==> config.mk <==
export PLATFORM = sky130hd
export DESIGN_NAME = logic_op_sched_flat
export DESIGN_NICKNAME = d
export VERILOG_FILES = /design/src/rtl/logic_op_sched_if.sv /design/src/rtl/logic_op_sched.sv /design/src/flat_wrapper.sv
export SDC_FILE = /design/constraint.sdc
export NUM_CORES = 1
export LEC_CHECK = 0
export ABC_AREA = 1
export BUFFER_PORTS_ARGS = -buffer_cell sky130_fd_sc_hd__buf_2
export CAP_MARGIN = 30
export CORE_MARGIN = 1.5
export CORE_UTILIZATION = 46
export DETAILED_ROUTE_END_ITERATION = 8
export PLACE_DENSITY = 0.83
export RECOVER_POWER = 50
export REMOVE_ABC_BUFFERS = 1
export SLEW_MARGIN = 10
export SYNTH_ARGS = -nofsm -noshare
export SYNTH_HDL_FRONTEND = slang
export SYNTH_SLANG_ARGS = --single-unit
==> constraint.sdc <==
create_clock -name clk -period 1 [get_ports clk]
set_input_delay 0.25 -clock clk [delete_from_list [all_inputs] [get_ports clk]]
set_output_delay 0.25 -clock clk [all_outputs]
set_load 0.03 [all_outputs]
==> src/rtl/logic_op_sched_if.sv <==
`default_nettype none
// ---------------------------------------------------------------------------
// logic_op_sched_if : requester/arbiter bundle for the shared logic unit
// Revision: 1.0
// ---------------------------------------------------------------------------
interface logic_op_sched_if #(
  parameter int WIDTH = 4
);
  logic             req0;
  logic [1:0]       op0;
  logic [WIDTH-1:0] a0;
  logic [WIDTH-1:0] b0;
  logic             req1;
  logic [1:0]       op1;
  logic [WIDTH-1:0] a1;
  logic [WIDTH-1:0] b1;
  logic             gnt0;
  logic             gnt1;
  logic             done0;
  logic             done1;
  logic [WIDTH-1:0] result;
  logic             busy;

  modport master (
    output req0, op0, a0, b0, req1, op1, a1, b1,
    input  gnt0, gnt1, done0, done1, result, busy
  );

  modport slave (
    input  req0, op0, a0, b0, req1, op1, a1, b1,
    output gnt0, gnt1, done0, done1, result, busy
  );
endinterface
`default_nettype wire

==> src/rtl/logic_op_sched.sv <==
`default_nettype none
// ---------------------------------------------------------------------------
// logic_op_sched : round-robin sequencer sharing one AND/OR/XOR/NOT unit
// Revision: 1.0
// ---------------------------------------------------------------------------
module logic_op_sched #(
  parameter int WIDTH = 4
) (
  input  logic              clk,
  input  logic              rst,
  logic_op_sched_if.slave   bus
);

  typedef enum logic [1:0] {
    IDLE = 2'd0,
    EXEC = 2'd1,
    DONE = 2'd2
  } state_t;

  state_t           state;
  state_t           state_next;
  logic             served;
  logic             served_next;
  logic             last_served;
  logic             capture;
  logic [1:0]       op_q;
  logic [WIDTH-1:0] a_q;
  logic [WIDTH-1:0] b_q;
  logic [WIDTH-1:0] result_q;
  logic [WIDTH-1:0] alu_out;

  // Requests are only looked at in IDLE; a tie goes to whoever was not served last.
  always_comb begin
    state_next  = state;
    served_next = served;
    capture     = 1'b0;
    case (state)
      IDLE: begin
        if (bus.req0 || bus.req1) begin
          capture    = 1'b1;
          state_next = EXEC;
          if (bus.req0 && bus.req1) begin
            served_next = ~last_served;
          end else begin
            served_next = bus.req1;
          end
        end
      end
      EXEC:    state_next = DONE;
      DONE:    state_next = IDLE;
      default: state_next = IDLE;
    endcase
  end

  always_comb begin
    alu_out = '0;
    case (op_q)
      2'b00:   alu_out = a_q & b_q;
      2'b01:   alu_out = a_q | b_q;
      2'b10:   alu_out = a_q ^ b_q;
      default: alu_out = ~a_q;
    endcase
  end

  always_ff @(posedge clk) begin
    if (rst) begin
      state       <= IDLE;
      served      <= 1'b0;
      last_served <= 1'b1;
      op_q        <= '0;
      a_q         <= '0;
      b_q         <= '0;
      result_q    <= '0;
    end else begin
      state  <= state_next;
      served <= served_next;
      if (capture) begin
        op_q <= served_next ? bus.op1 : bus.op0;
        a_q  <= served_next ? bus.a1  : bus.a0;
        b_q  <= served_next ? bus.b1  : bus.b0;
      end
      if (state == EXEC) begin
        result_q <= alu_out;
      end
      if (state == DONE) begin
        last_served <= served;
      end
    end
  end

  assign bus.gnt0   = (state == EXEC) && !served;
  assign bus.gnt1   = (state == EXEC) &&  served;
  assign bus.done0  = (state == DONE) && !served;
  assign bus.done1  = (state == DONE) &&  served;
  assign bus.busy   = (state != IDLE);
  assign bus.result = result_q;

endmodule
`default_nettype wire

==> src/flat_wrapper.sv <==
// flat-port wrapper written by rule: the top's interface ports become plain ports
module logic_op_sched_flat 
#(
  parameter int WIDTH = 4
)
  (clk, rst, bus_req0, bus_op0, bus_a0, bus_b0, bus_req1, bus_op1, bus_a1, bus_b1, bus_gnt0, bus_gnt1, bus_done0, bus_done1, bus_result, bus_busy);
  logic_op_sched_if #(.WIDTH(WIDTH)) bus_i ();
  input  logic clk;
  input  logic rst;
  input wire logic [$bits(bus_i.req0)-1:0] bus_req0;
  input wire logic [$bits(bus_i.op0)-1:0] bus_op0;
  input wire logic [$bits(bus_i.a0)-1:0] bus_a0;
  input wire logic [$bits(bus_i.b0)-1:0] bus_b0;
  input wire logic [$bits(bus_i.req1)-1:0] bus_req1;
  input wire logic [$bits(bus_i.op1)-1:0] bus_op1;
  input wire logic [$bits(bus_i.a1)-1:0] bus_a1;
  input wire logic [$bits(bus_i.b1)-1:0] bus_b1;
  output wire logic [$bits(bus_i.gnt0)-1:0] bus_gnt0;
  output wire logic [$bits(bus_i.gnt1)-1:0] bus_gnt1;
  output wire logic [$bits(bus_i.done0)-1:0] bus_done0;
  output wire logic [$bits(bus_i.done1)-1:0] bus_done1;
  output wire logic [$bits(bus_i.result)-1:0] bus_result;
  output wire logic [$bits(bus_i.busy)-1:0] bus_busy;
  assign bus_i.req0 = bus_req0;
  assign bus_i.op0 = bus_op0;
  assign bus_i.a0 = bus_a0;
  assign bus_i.b0 = bus_b0;
  assign bus_i.req1 = bus_req1;
  assign bus_i.op1 = bus_op1;
  assign bus_i.a1 = bus_a1;
  assign bus_i.b1 = bus_b1;
  assign bus_gnt0 = bus_i.gnt0;
  assign bus_gnt1 = bus_i.gnt1;
  assign bus_done0 = bus_i.done0;
  assign bus_done1 = bus_i.done1;
  assign bus_result = bus_i.result;
  assign bus_busy = bus_i.busy;
  logic_op_sched #(.WIDTH(WIDTH)) u_core (.clk(clk), .rst(rst), .bus(bus_i));
endmodule
==> summary.txt <==
Vias per cell = 4.877
Syn-to-layout area delta = 58.61%
P_leak = 0.9654 nW
Status = finished, violations left
First-pass GRT wire length = 4.919 mm
Hold path start = rst
Simple-gate portion of the synthesized area = 0.2538
Slew Viols, Final = 0
Net switching power = 0.0008725 W
Initial antenna violation count = 0
Critical path peak fanout = 3
Largest family of logic cells by synthesized area = simple AND/OR/NAND/NOR gates
Hold Path Class = in -> reg
Max-cap check violation count = 0
Clock Path Buffers = 2
Htree depth = 1
Failing checks = negative setup slack
Compound-Gate Fraction of Synth Area = 0.1852
Gpl congestion = 0.7704
Hold Path Cell Cnt = 3
Power share of the combinational group = 0.432
CTS tree = yes
CTS Hold Bufs = 0
Final setup viols = 25
Post-layout util = 0.8004
Final hold vios = 0
Sw Ratio = 0.3656
DR WL/cell = 12.64 microns
Length in cells of the worst reg-to-reg path = 8
Distinct cell type count after synthesis = 21
PnR Total Power = 0.002386 W
Post-place setup slack = -211.8 ps
DR DRC count = 0
Worst path required time = 750 ps
DR vias = 1268
Crit-path cells = inv_2 > or2_4 > nor2_4 > buf_6
Filler cells = 143
Internal power = 0.001514 W
Xor and xnor area share after synthesis = 0
CTS Buf Count = 3
Synthesized flop and latch total = 18
Total negative slack = -6517 ps
FF+latch area = 377.9 sq um
CORE AREA = 0.002276 sq mm
Root Buffer = clkbuf_4
Type of element capturing the critical path = primary output
Port bufs = 32
P per Cell Area = 1310 mW/mm^2
Layout cells sized above 1 = 0.5259
CP peak stage delay = 360 ps
DRT Pass-1 Iters = 4
Die Y = 52.97 microns
Reg-to-reg startpoint = u_core.state[1]$_SDFFE_PP0P_
# diodes = 0
Unrepaired setup endpoints after global routing = true
IO Count = 33
Routed Antenna Nets = 0
Fmax achieved = 0.6857 GHz
Kind of critical path = reg -> out
Final worst-path cycle share = 1.458
Syn_area_per_cell = 6.717 sq um
Mapped Cells = 171
Detailed placer's ending HPWL = 1.954 mm
Initial Utilization = 0.5047
Chip width = 52.97 microns
Die footprint = 0.002806 sq mm
Sequential power share = 0.366
Multi-input logic area = 720.7 sq um
Final setup skew = 4.196 ps
Critical Path Start Type = flop
Nets@finish = 265
Num rows = 17
Vias in the first global route = 1203
Reg2reg setup slack = -340 ps
Initial DRC Count = 34
Total grt overflow = 0
Synthesized area = 0.001149 sq mm
R2r endpoint = u_core.a_q[1]$_SDFFE_PP0P_
Post-synthesis mux area share = 0
Register area share after synthesis = 0.3137
Clock Latency Late Sink = 310 ps
Slew @ Worst Pin = 289.8 ps
Setup WS post-layout = -458.4 ps
Clock-pin slew on the worst setup and hold paths = 120 ps
Max-slew headroom = 0.8048
WP data arrival = 1210 ps
Max VDD drop = 1038 uV
Synth Area in Adders = 0.08715
Pin count of the biggest net entering global routing = 19
DRT Wirelength = 3.286 mm
Total GRT Usage = 0.2308
Final Critical Period = 1458 ps
Yosys warns = 0
Slowest stage cell, crit path = dfxtp_2
WHS Endpoint = u_core.state[0]$_SDFFE_PP0P_
Clock Sink Count = 18
Clock Power Share = 0.203
-- power by group through the flow --
stage,combinational [W],clock (W),sequential [W]
5_1_grt,0.00111,0.000523,0.000879
6_report,0.00103,0.000484,0.000873
2_1_floorplan,0.000401,0,0.000897
3_5_place_dp,0.000784,0,0.000861
4_1_cts,0.000887,0.000466,0.000861
3_3_place_gp,0.000762,0,0.000857
-- how the worst max path moves through the flow --
stage | endpoint | depth (start not counted) | start | slack, ps
2_1_floorplan | u_core.op_q[1]$_SDFFE_PP0P_ | 6 | u_core.state[0]$_SDFFE_PP0P_ | -330
3_3_place_gp | bus_done0 | 4 | u_core.state[1]$_SDFFE_PP0P_ | -200
3_5_place_dp | bus_done1 | 4 | u_core.state[1]$_SDFFE_PP0P_ | -210
4_1_cts | bus_done1 | 4 | u_core.state[1]$_SDFFE_PP0P_ | -440
5_1_grt | bus_done0 | 4 | u_core.state[1]$_SDFFE_PP0P_ | -500
6_report | bus_done1 | 4 | u_core.state[1]$_SDFFE_PP0P_ | -460
-- placed cells by master, fill, tap and decap left out, types with 5 or more instances in the layout --
cell type / n
a21oi_2: 10
buf_2: 23
buf_4: 22
buf_6: 16
dfxtp_1: 6
dfxtp_2: 11
ha_1: 6
inv_1: 33
inv_2: 5
nand2_1: 30
nand2_2: 11
nor2_1: 7
nor2_4: 5
o21ai_0: 13
-- worst max-delay path: cells and delay by family (launching register included) --
| family | cells | cell delay [ps] |
|---|---|---|
| flops | 1 | 360 |
| simple gates | 2 | 360 |
| buf+inv | 2 | 170 |
-- cell type report --
class / count / area share
Multi-Input combinational cell: 108 / 0.3956
Sequential cell: 18 / 0.2074
Tap cell: 28 / 0.01923
Inverter: 39 / 0.08310
Clock buffer: 4 / 0.01992
Timing Repair Buffer: 63 / 0.2747
-- per-layer routing --
metal	track usage	up-vias	routed length, microns
li1	-	646	-
met1	0.2741	584	1409
met2	0.4313	33	1728
met3	0.01977	5	113
met4	0.07265	0	35
met5	0	-	0
-- cells in the mapped netlist --
| cell | count | area, sq um |
|---|---|---|
| a21oi_1 | 4 | 20.02 |
| a21oi_2 | 9 | 78.83 |
| a31oi_1 | 1 | 6.260 |
| a41oi_1 | 1 | 8.760 |
| buf_2 | 3 | 15.01 |
| buf_4 | 1 | 7.510 |
| buf_6 | 1 | 11.26 |
| clkbuf_1 | 1 | 3.750 |
| dfxtp_1 | 18 | 360.4 |
| ha_1 | 8 | 100.1 |
| inv_1 | 39 | 146.4 |
| nand2_1 | 33 | 123.9 |
| nand2_2 | 12 | 75.07 |
| nand3_1 | 5 | 25.02 |
| nor2_1 | 12 | 45.04 |
| nor2_2 | 1 | 6.260 |
| nor3_1 | 2 | 10.01 |
| o211ai_1 | 1 | 7.510 |
| o21ai_0 | 17 | 85.08 |
| o22ai_1 | 1 | 6.260 |
| or2_2 | 1 | 6.260 |
-- flip-flops by register name, summed over array words and instances (netlist names) --
signal              cells
u_core.last_served      1
u_core.served           1
u_core.bus.result       4
u_core.state            2
u_core.op_q             2
u_core.a_q              4
u_core.b_q              4
-- cells by family after synthesis --
| kind of cell | count (synthesis) |
|---|---|
| AOI/OAI and AO/OA | 34 |
| DFF | 18 |
| buffers and inverters | 45 |
| adders and majority gates | 8 |
| and+or+nand+nor | 66 |
-- metrics by stage --
stage	hold slack, ps	cells	instance area, sq um
2_1_floorplan	322.4	165	1111
3_3_place_gp	453.7	249	1511
3_5_place_dp	478.5	249	1511
4_1_cts	219.7	257	1690
5_1_grt	231.3	260	1822
6_report	248.1	260	1822
-- timing repair --
action	CTS	global route
endpoints found under the setup margin	25	26
pin swaps	14	15
resized for setup	43	35
buffers inserted	4	4
No activity file was read; power rests on OpenSTA's default activity.
